===== config.mk =====
export PLATFORM = sky130hd
export DESIGN_NAME = sub39_share_arb
export DESIGN_NICKNAME = d
export VERILOG_FILES = /design/src/rtl/sub39_share_arb.sv
export SDC_FILE = /design/constraint.sdc
export NUM_CORES = 1
export LEC_CHECK = 0
export CAP_MARGIN = 5
export CELL_PAD_IN_SITES_DETAIL_PLACEMENT = 0
export CELL_PAD_IN_SITES_GLOBAL_PLACEMENT = 1
export CORE_MARGIN = 3
export CORE_UTILIZATION = 28
export DETAILED_ROUTE_END_ITERATION = 8
export PLACE_DENSITY = 0.86
export SETUP_SLACK_MARGIN = 0.5
export SYNTH_ARGS = -nofsm -noshare
export SYNTH_HDL_FRONTEND = slang
export SYNTH_SLANG_ARGS = --single-unit
export TNS_END_PERCENT = 5

===== constraint.sdc =====
create_clock -name clk -period 3 [get_ports clk]
set_input_delay 0.9 -clock clk [delete_from_list [all_inputs] [get_ports clk]]
set_output_delay 0.9 -clock clk [all_outputs]
set_load 0.01 [all_outputs]

===== src/rtl/sub39_share_arb.sv =====
// Shares one combinational sub39 subtractor among NREQ requesters with a round-robin
// arbiter; one operation in flight, result held until the consumer accepts it.

module sub39 #(
    parameter int WIDTH = 38
) (
    input  logic [WIDTH:0] a,
    input  logic [WIDTH:0] b,
    output logic [WIDTH:0] out
);
    assign out = a - b;
endmodule

module sub39_share_arb #(
    parameter int WIDTH = 38,
    parameter int NREQ  = 4,
    parameter int IDW   = 2
) (
    input  logic                    clk,
    input  logic                    rst_n,
    input  logic [NREQ-1:0]         req_valid,
    output logic [NREQ-1:0]         req_ready,
    input  logic [NREQ*(WIDTH+1)-1:0] req_a,
    input  logic [NREQ*(WIDTH+1)-1:0] req_b,
    output logic                    resp_valid,
    input  logic                    resp_ready,
    output logic [WIDTH:0]          resp_data,
    output logic                    resp_borrow,
    output logic [IDW-1:0]          resp_id,
    output logic                    busy,
    output logic [1:0]              state_dbg
);
    localparam int DW = WIDTH + 1;

    // Handshakes: a beat moves on a rising edge where valid and ready are both 1;
    // ready never depends on anything but current inputs and registered state.
    typedef enum logic [1:0] {IDLE, EXEC, DONE, HOLD} state_t;

    state_t          state, state_nx;
    logic [IDW-1:0]  rr_ptr;
    logic [IDW-1:0]  id_q;
    logic [WIDTH:0]  a_q, b_q;
    logic [WIDTH:0]  diff;
    logic [IDW-1:0]  idx_hi, idx_lo, grant_idx, next_ptr;
    logic            found_hi, found_lo;
    logic [WIDTH:0]  a_sel, b_sel;
    logic            xfer;

    sub39 #(.WIDTH(WIDTH)) u_sub (
        .a   (a_q),
        .b   (b_q),
        .out (diff)
    );

    // Lowest valid index at or above rr_ptr wins; otherwise wrap to lowest valid index.
    always_comb begin
        idx_hi   = '0;
        idx_lo   = '0;
        found_hi = 1'b0;
        found_lo = 1'b0;
        for (int i = NREQ - 1; i >= 0; i--) begin
            if (req_valid[i]) begin
                idx_lo   = IDW'(i);
                found_lo = 1'b1;
                if (IDW'(i) >= rr_ptr) begin
                    idx_hi   = IDW'(i);
                    found_hi = 1'b1;
                end
            end
        end
        grant_idx = found_hi ? idx_hi : idx_lo;
        next_ptr  = (grant_idx == IDW'(NREQ - 1)) ? '0 : grant_idx + IDW'(1);
    end

    always_comb begin
        req_ready = '0;
        a_sel     = '0;
        b_sel     = '0;
        for (int i = 0; i < NREQ; i++) begin
            if (state == IDLE && found_lo && grant_idx == IDW'(i)) begin
                req_ready[i] = 1'b1;
                a_sel        = req_a[i*DW +: DW];
                b_sel        = req_b[i*DW +: DW];
            end
        end
        xfer = |req_ready;
    end

    always_comb begin
        state_nx = state;
        case (state)
            IDLE: if (xfer) state_nx = EXEC;
            EXEC: state_nx = DONE;
            DONE: state_nx = HOLD;
            HOLD: if (resp_ready) state_nx = IDLE;
            default: state_nx = IDLE;
        endcase
    end

    always_ff @(posedge clk) begin
        if (!rst_n) state <= IDLE;
        else        state <= state_nx;
    end

    always_ff @(posedge clk) begin
        if (!rst_n) begin
            rr_ptr      <= '0;
            id_q        <= '0;
            a_q         <= '0;
            b_q         <= '0;
            resp_valid  <= 1'b0;
            resp_data   <= '0;
            resp_borrow <= 1'b0;
            resp_id     <= '0;
        end else begin
            case (state)
                IDLE: if (xfer) begin
                    a_q    <= a_sel;
                    b_q    <= b_sel;
                    id_q   <= grant_idx;
                    rr_ptr <= next_ptr;
                end
                // Borrow comes from an explicit compare, not the subtractor's carry.
                DONE: begin
                    resp_data   <= diff;
                    resp_borrow <= (a_q < b_q);
                    resp_id     <= id_q;
                    resp_valid  <= 1'b1;
                end
                HOLD: if (resp_ready) resp_valid <= 1'b0;
                default: ;
            endcase
        end
    end

    assign busy      = (state != IDLE);
    assign state_dbg = state;
endmodule


# Word level (Yosys, flattened, before mapping)
# Cells that the tools add are included.
dict set report word_totals {
  out_inout_bits 50
  register_bits 127
  inputBits 319
  elab_cells 80
}
dict set report op_classes {
  n_eq_ne 8
  n_lt_le_gt_ge 5
  muxes 43
  n_reduce_logical 13
  n_addsub 2
}
# op count
set op_table {}
lappend op_table {{2-to-1 mux 39 bit} 8}
lappend op_table {{less-than comparator 39 bit} 1}
lappend op_table {{subtractor 39 bit} 1}
lappend op_table {{2-to-1 mux 2 bit} 16}
lappend op_table {{2-to-1 mux 1 bit} 17}
lappend op_table {{== test 2 bit, second input constant} 4}
lappend op_table {{case mux 2 bit (4 select lines)} 1}
lappend op_table {{AND reduction 2 bit} 3}
lappend op_table {{logical AND 1 bit} 5}
lappend op_table {{== test 2 x 1 -> 1 bit, second input constant} 2}
lappend op_table {{>= comparator 1 x 2 -> 1 bit, first input constant} 2}
lappend op_table {{>= comparator 2 bit, first input constant} 2}
lappend op_table {{logical NOT 2 bit} 2}
lappend op_table {{inequality test 2 bit, second input constant} 2}
lappend op_table {{nonzero test 2 bit} 2}
lappend op_table {{OR reduction 4 bit} 1}
lappend op_table {{adder 2 x 1 -> 2 bit, second input constant} 1}
lappend op_table {{case mux 1 bit (2 select lines)} 1}

# Depth between registers and ports, before layout
# Gate-level depths: netlist of run 1.
dict set report depth {
  ltp_word 16
  mapped_depth 14
}

# Hierarchy
# A second synthesis of run 1 with hierarchy kept.
dict set report unflattened {
  hier_cells 1471
  hier_area_um2 10749.1
}
# mod cells_per_inst area_per_inst_um2 n_inst seq_area_each_um2
set by_module_without_submodules {}
lappend by_module_without_submodules {sub39_share_arb 1116 8406.8 1 2542.4}
lappend by_module_without_submodules {sub39 355 2342.2 1 0.0}

# Worst setup path after synthesis of run 1
# Ideal clock, no wire load.
dict set report synth_timing {
  kind {input-to-output}
  from {input req_valid[0]}
  to {output req_ready[1]}
  path_buffers 2
  arrival_time_ns 2.255
  cell_stages 9
  setup_slack_ns -0.155
  cell_sequence {inv_1 > nor2_1 > a21oi_1 > o22ai_1 > a21oi_1 > ha_1 > and2_1 > clkbuf_1 > clkbuf_1}
}
dict set report synth_via {
  elab_chain_cells 5
  word_cells_on_any_way 9
  classes_between {1 x eq/ne; 6 x mux; 2 x reduce/logical}
}
# item line_no
set synth_rtl {}
lappend synth_rtl {{start: declaration} 21} ;# input logic [NREQ-1:0] req_valid,
lappend synth_rtl {{2-to-1 mux 2 bit or 2-to-1 mux 1 bit (tied branches)} 62} ;# if (req_valid[i]) begin
lappend synth_rtl {{2-to-1 mux 2 bit *} 71} ;# grant_idx = found_hi ? idx_hi : idx_lo;
lappend synth_rtl {{via grant_idx[0]} 44} ;# logic [IDW-1:0] idx_hi, idx_lo, grant_idx, next_ptr;
lappend synth_rtl {{== test 2 x 1 -> 1 bit *} 80} ;# if (state == IDLE && found_lo && grant_idx == IDW'(i)) begin
lappend synth_rtl {{logical AND 1 bit *} 80}
lappend synth_rtl {{2-to-1 mux 1 bit *} 80}
lappend synth_rtl {{end: declaration} 22} ;# output logic [NREQ-1:0] req_ready,
# The timed path passes the listed nets; every way through them passes the cells marked *.

# Worst setup path in the final report of run 1
dict set report layout_timing {
  from {input req_valid[1]}
  to {output req_ready[3]}
}
dict set report layout_via {
  elab_chain_cells 7
  word_cells_on_any_way 15
  classes_between {1 x eq/ne; 12 x mux; 2 x reduce/logical}
}
# item line_no
set layout_rtl {}
lappend layout_rtl {{2-to-1 mux 2 bit or 2-to-1 mux 1 bit (tied branches)} 62}
lappend layout_rtl {{2-to-1 mux 2 bit or 2-to-1 mux 1 bit (tied branches)} 65} ;# if (IDW'(i) >= rr_ptr) begin
lappend layout_rtl {{2-to-1 mux 2 bit or 2-to-1 mux 1 bit (tied branches)} 62}
lappend layout_rtl {{2-to-1 mux 2 bit} 71}
lappend layout_rtl {{== test 2 bit} 80}
lappend layout_rtl {{logical AND 1 bit *} 80}
lappend layout_rtl {{2-to-1 mux 1 bit *} 80}
# Every way passes the cells marked *; elsewhere a longest branch is shown, timed or not.

==> reports/qor.yml, run 1 <==
sta:
  fin_skew_ps: 12.9
  fin_crit_sh_pct: 98.1
  slew_headroom_pct: 52.7
  maxSlewViolCount: 0
  period_needed_ps: 2940
  fmax_ghz: 0.340
  worst_pin_slew_ps: 703
  finalSetupViolations: 0
  tns_ps: 0
  grt_setup_unrepaired: "yes"
  finalHoldViolCount: 0
floorplanning:
  core_um2: 29800
  die_area_um2: 32500
  die_h_um: 180
  die_x_um: 180
  rows: 63
  initial_core_util_pct: 28.6
  ios: 369
critical_path:
  cp-start-kind: "input pin"
  critPathKind: "input pin to output port"
  end_kind: "output port"
  crit_chain: "buf_2 > buf_6 > o41a_1 > buf_4 > nand2_4 > inv_4 > buf_6"
  cpMaxStageDelayCell: "o41a_1"
  crit_top_cell: "buf_6"
  cp_slowest_stage_delay_ps: 450
  required_ps: 2100
  reg2reg_depth: 10
  worstPathMaxFanout: 5
  arrival_ps: 2040
synthesis:
  ys_warn_count: 0
  avgSynthCellArea_um2: 8.18
  synth_flop_cell: "dfxtp_1"
  synthCells: 1040
  async_flop_share_pct: 0
  synth_cell_types: 69
  synth_seq_cells: 127
  synth_area_um2: 8510
  synth_edf_count: 0
  seq_area_frac_synth_pct: 29.9
  syn-num-nets: 1406
clock_tree:
  worstSkewPairLatency_ps: 430
  cts_buffer_depth: 2
  htree_num_levels: 4
  cts_made_buffers: 17
  clkTransAtPathRegs_ps: 60
  cts_hold_buf: 0
  cts_root_buf: "clkbuf_16"
  cts_sinks: 127
  cts_tree: "done"
grt:
  grt_pass1_vias: 9532
  grt_pass1_wl_um: 55300
  grt_max_degree: 79
  grt.overflow.total: 0
  grtUsageTotal_pct: 21.5
  antenna_found_initial: 3
power_and_ir_drop:
  leakagePower_nw: 5.07
  ir_drop_v: 0.000403
  power_density_nw_per_um2: 965
worst_hold_path:
  hold_depth: 2
  min_path_type: "flip-flop to flip-flop"
layout:
  final_cells: 1795
  area_delta_synth_final_pct: 59.2
  num-nets-final: 1756
  drive_gt1_share_pct: 9.27
  layout_common_cells: "clkdlybuf4s50_1 (360), a21oi_1 (140), dfxtp_1 (127)"
  fin_area_um2: 13500
  layout_commonest_cell: "clkdlybuf4s50_1"
  utilization_pct: 45.5
detailed_routing:
  final_antenna_net_count: 0
  drt-total-wl_um: 37600
  drt-vias-per-instance: 5.47
  vias: 9827
  drc: 0
  drtPass1Iterations: 5
  wl_per_cell_um: 20.9
  drt_iter0_drc: 652
placement:
  io_buffer_count: 368
  placed_cells: 1752
  place_area_um2: 12700
  globalplace.congestion: 0.906
  dp_hpwl_um: 29700
run_status:
  status: "finished clean"
run:
  drv_cap: 0
==> path summary, 6_finish.rpt <==
path / startpoint / end / slack, ps
worst max-delay path: req_valid[1] / req_ready[3] / 60
worst min-delay path: resp_data[38] / resp_data[38] / 450
worst max register to register: b_q[0] / resp_data[34] / 220
worst min register to register: resp_data[38] / resp_data[38] / 450
==> cell type report <==
cell class,count,area (µm²)
clock buffers,18,439
well taps,390,488
fillers,2993,16300
clock inverters,13,116
inverters,61,251
diodes,3,7.51
flip-flops and latches,127,2540
multi-input cells,765,5510
repair buffers,418,4190
==> critical path, delay by kind of cell <==
family | cells | cell delay (ps)
buffers and inverters | 5 | 620
AO/OA/AOI/OAI | 1 | 450
AND/OR/NAND/NOR | 1 | 80
==> metal layers <==
| metal | routed length (µm) | global-route usage (%) | up-vias |
|---|---|---|---|
| li1 | - | - | 4768 |
| met3 | 2420 | 5.33 | 30 |
| met2 | 17800 | 35.3 | 341 |
| met4 | 450 | 4.85 | 0 |
| met5 | 0 | 0 | - |
| met1 | 16900 | 28.6 | 4688 |
==> power breakdown <==
part           internal (W)  switching [W]
Sequential          0.00225       0.000359
Clock               0.00116       0.000821
Combinational       0.00377        0.00471
Total               0.00718        0.00589
==> flip-flops by register name (all words and copies together) (netlist names) <==
name / count
a_q: 39
b_q: 39
resp_data: 39
id_q: 2
resp_id: 2
rr_ptr: 2
state_dbg: 2
resp_borrow: 1
resp_valid: 1
==> Yosys cell counts, types with 3 or more instances <==
cell	n	area, µm²
o21a_1	8	60.1
nor3_1	16	80.1
mux2i_1	13	130
a32o_1	5	50.1
ha_1	46	576
nand3_1	10	50.1
clkbuf_1	67	251
nor2_1	48	180
nand4_1	17	106
o22ai_1	3	18.8
nand2_1	62	233
a211o_1	4	35.0
o21bai_1	7	52.6
a21o_1	12	90.1
a22oi_1	78	586
and3_1	7	43.8
buf_1	3	11.3
a21oi_1	142	711
a211oi_1	9	67.6
or3_1	7	43.8
o211ai_1	82	616
o31ai_1	3	22.5
o2111ai_1	3	26.3
xnor2_1	10	87.6
dfxtp_1	127	2540
o311ai_0	4	35.0
a31oi_1	4	25.0
xor2_1	8	70.1
a221o_1	78	781
buf_2	15	75.1
inv_1	58	218
o21ai_0	39	195
==> repair_timing <==
item                       in CTS  in global routing
setup buffers                   4                  2
cloned                          0                  3
setup endpoints to repair     109                115
gates resized for setup        55                 19
pin swaps                       6                  4
==> kinds of logic (layout without fill, tap and decap cells) <==
kind of cell	after synthesis	in the layout	synth area share, %
fa+ha+maj	47	47	7.00
mux	13	13	1.53
compound gates	505	505	43.0
buf+inv	148	510	6.85
other cells	0	3	0
xor+xnor	18	18	1.85
flops	127	127	29.9
simple gates	182	182	9.90
==> stage by stage <==
stage	power (W)	setup slack, ps	hold slack (ps)
finish	0.0131	57.6	449
global route	0.0140	20.6	467
CTS	0.0129	72.8	456
detailed placement	0.0108	-886	442
global placement	0.0107	-879	433
floorplan	0.00788	147	432
Note: power is estimated with default switching activity, not from simulation.
==> run 2: changes to the inputs <==
--- a/config.mk
+++ b/config.mk
@@ -8,8 +8,9 @@
 export CAP_MARGIN = 5
 export CELL_PAD_IN_SITES_DETAIL_PLACEMENT = 0
 export CELL_PAD_IN_SITES_GLOBAL_PLACEMENT = 1
-export CORE_MARGIN = 3
+export CORE_MARGIN = 8
 export CORE_UTILIZATION = 28
+export CTS_CLUSTER_DIAMETER = 80
 export DETAILED_ROUTE_END_ITERATION = 8
 export PLACE_DENSITY = 0.86
 export SETUP_SLACK_MARGIN = 0.5
==> run 2 against run 1 <==
Effect of this change: the flow now finishes with violations (setup timing); cell count grew 1.0%; register-to-register slack gained 50 ps; routed wire length grew 8.4%; sequential share of layout area shrank 0.80 points; clock skew grew 1.4 ps; die area grew 11%; utilization grew 1.4 points; cell area grew 4.7%; setup slack lost 87 ps; critical path depth grew 4; non-clock buffer count grew 13; clock power grew 8%.
==> reports/qor.yml, run 2 (synthesized netlist as in run 1, its figures left out) <==
critical_path:
  cp_slowest_stage_delay_ps: 210
  crit_top_cell: "buf_6"
  r2r_slack_ps: 270
  worstPathMaxFanout: 3
  arrival_ps: 2130
  cpMaxStageDelayCell: "a21oi_2"
  reg2reg_depth: 11
  critPathKind: "input pin to output port"
  r2r-end: "resp_data[34]"
  end_kind: "output port"
  cp-start-kind: "input pin"
  r2r_start: "a_q[0]"
  required_ps: 2100
  crit_chain: "buf_12 > clkinv_8 > nor2_4 > a21oi_2 > o22ai_2 > a21oi_2 > buf_6 > buf_6 > ha_4 > and2_4 > buf_6"
power_and_ir_drop:
  combPwrFrac_pct: 66.7
  power_density_nw_per_um2: 1010
  leakagePower_nw: 5.24
  p_int_w: 0.00789
  power.net_switching_w: 0.00643
  seq_power_share_pct: 18.3
  ir_drop_v: 0.000456
  clkPwrFrac_pct: 14.9
  switching_share_pct: 44.9
clock_tree:
  worstSkewPairLatency_ps: 430
  cts_buffer_depth: 2
  cts_tree: "done"
  htree_num_levels: 4
  cts_made_buffers: 17
  cts_sinks: 127
  cts_root_buf: "clkbuf_16"
  clkTransAtPathRegs_ps: 60
  cts_hold_buf: 0
layout:
  layout_commonest_cell: "clkdlybuf4s50_1"
  layout_common_cells: "clkdlybuf4s50_1 (359), a21oi_1 (130), dfxtp_1 (122)"
  top_regs: "a_q x39, b_q x39, resp_data x39"
  num-nets-final: 1769
  final_cells: 1813
  area_delta_synth_final_pct: 66.6
  drive_gt1_share_pct: 14.5
detailed_routing:
  vias: 9976
  dr_wl_met2_um: 18900
  wl_per_cell_um: 22.5
  drt_iter0_drc: 609
  final_antenna_net_count: 0
  drt-total-wl_um: 40800
  drt-vias-per-instance: 5.50
  dr.max_layer_used: "met4"
  drt-met1-wl_um: 17700
  drtPass1Iterations: 5
  drc: 0
  route.met3.wl_um: 3120
sta:
  worst_pin_slew_ps: 917
  finalSetupViolations: 2
  fin_skew_ps: 14.3
  finalHoldViolCount: 0
  maxSlewViolCount: 0
  slew_headroom_pct: 38.9
  fmax_ghz: 0.330
  fin_crit_sh_pct: 101
  fin_ws_ps: -29.2
  grt_setup_unrepaired: "yes"
  period_needed_ps: 3030
floorplanning:
  initial_core_util_pct: 28.1
  core_um2: 30300
  rows: 64
  die_x_um: 190
  die_h_um: 190
  ios: 369
  die_area_um2: 36200
placement:
  globalplace.congestion: 0.929
  io_buffer_count: 368
  dp_hpwl_um: 31000
  place_ws_ps: -909
  placed_cells: 1760
worst_hold_path:
  min_path_type: "flip-flop to flip-flop"
  min_to: "resp_data[16]"
  hold_depth: 2
  hold_start: "resp_data[16]"
grt:
  grt.overflow.total: 0
  grt_pass1_wl_um: 60500
  antenna_found_initial: 1
  grt_max_degree: 79
  grtUsageTotal_pct: 21.5
  grt_pass1_vias: 10008
run:
  drv_cap: 0
run_status:
  status: "complete, but fails checks"
  violations: "setup timing"
run 2: cell count changes in the layout (fill, tap and decap cells not counted), sizes merged:
cell and change:
buf +14, bufinv +1, clkdlybuf4s50 -1, clkinv -3
clkinvlp -1, diode -2, dlygate4sd2 +1, inv +3
run 2: worst max-delay path by stage:
stage,cells after the start,to,slack (ps),start
3_5_place_dp,9,req_ready[1],-910,req_valid[0]
3_3_place_gp,9,req_ready[1],-870,req_valid[0]
4_1_cts,11,req_ready[1],-20,req_valid[0]
2_1_floorplan,9,req_ready[1],150,req_valid[0]
5_1_grt,11,req_ready[1],-110,req_valid[0]
6_report,11,req_ready[1],-30,req_valid[0]
run 2: critical path: cells and delay by family:
| family | cells | cell delay [ps] |
|---|---|---|
| buf+inv | 5 | 500 |
| fa+ha+maj | 1 | 110 |
| compound gates | 3 | 410 |
| simple gates | 2 | 210 |
run 2: power by group through the flow:
stage | sequential [W] | clock, W | combinational [W]
5_1_grt | 0.00270 | 0.00226 | 0.0104
2_1_floorplan | 0.00263 | 0 | 0.00525
3_5_place_dp | 0.00263 | 0 | 0.00839
3_3_place_gp | 0.00261 | 0 | 0.00833
6_report | 0.00262 | 0.00214 | 0.00956
4_1_cts | 0.00261 | 0.00217 | 0.00899
run 2: area by class of cell:
| cell class | count | area, µm² |
|---|---|---|
| tap | 396 | 495 |
| antenna | 1 | 2.50 |
| inverter | 61 | 246 |
| fill | 2929 | 16100 |
| clock inverter | 13 | 156 |
| clock buffer | 19 | 433 |
| sequential | 127 | 2550 |
| multi-input combinational | 765 | 5880 |
| timing repair buffer | 431 | 4420 |
run 2: layer usage:
layer | track usage, % | up-vias
met5 | 0 | -
met4 | 7.25 | 0
met3 | 6.29 | 52
met2 | 33.8 | 407
met1 | 27.8 | 4735
li1 | - | 4782
run 2: timing repair:
| item | in CTS | in global routing |
|---|---|---|
| buffers inserted | 8 | 9 |
| gates cloned | 3 | 0 |
| setup endpoints to repair | 111 | 111 |
| resized for setup | 109 | 71 |
| pin swaps | 59 | 47 |
run 2: stage by stage:
stage | hold WS (ps) | setup TNS (ps) | total power, W | util [%] | area [µm²]
final | 450 | -33.8 | 0.0143 | 46.8 | 14200
after global routing | 464 | -315 | 0.0153 | 46.8 | 14200
after CTS | 451 | -21.4 | 0.0138 | 45.6 | 13800
after detailed placement | 445 | -73850 | 0.0110 | 42.4 | 12800
after global placement | 435 | -67120 | 0.0109 | 42.4 | 12800
after floorplan | 432 | 0 | 0.00788 | - | 8590
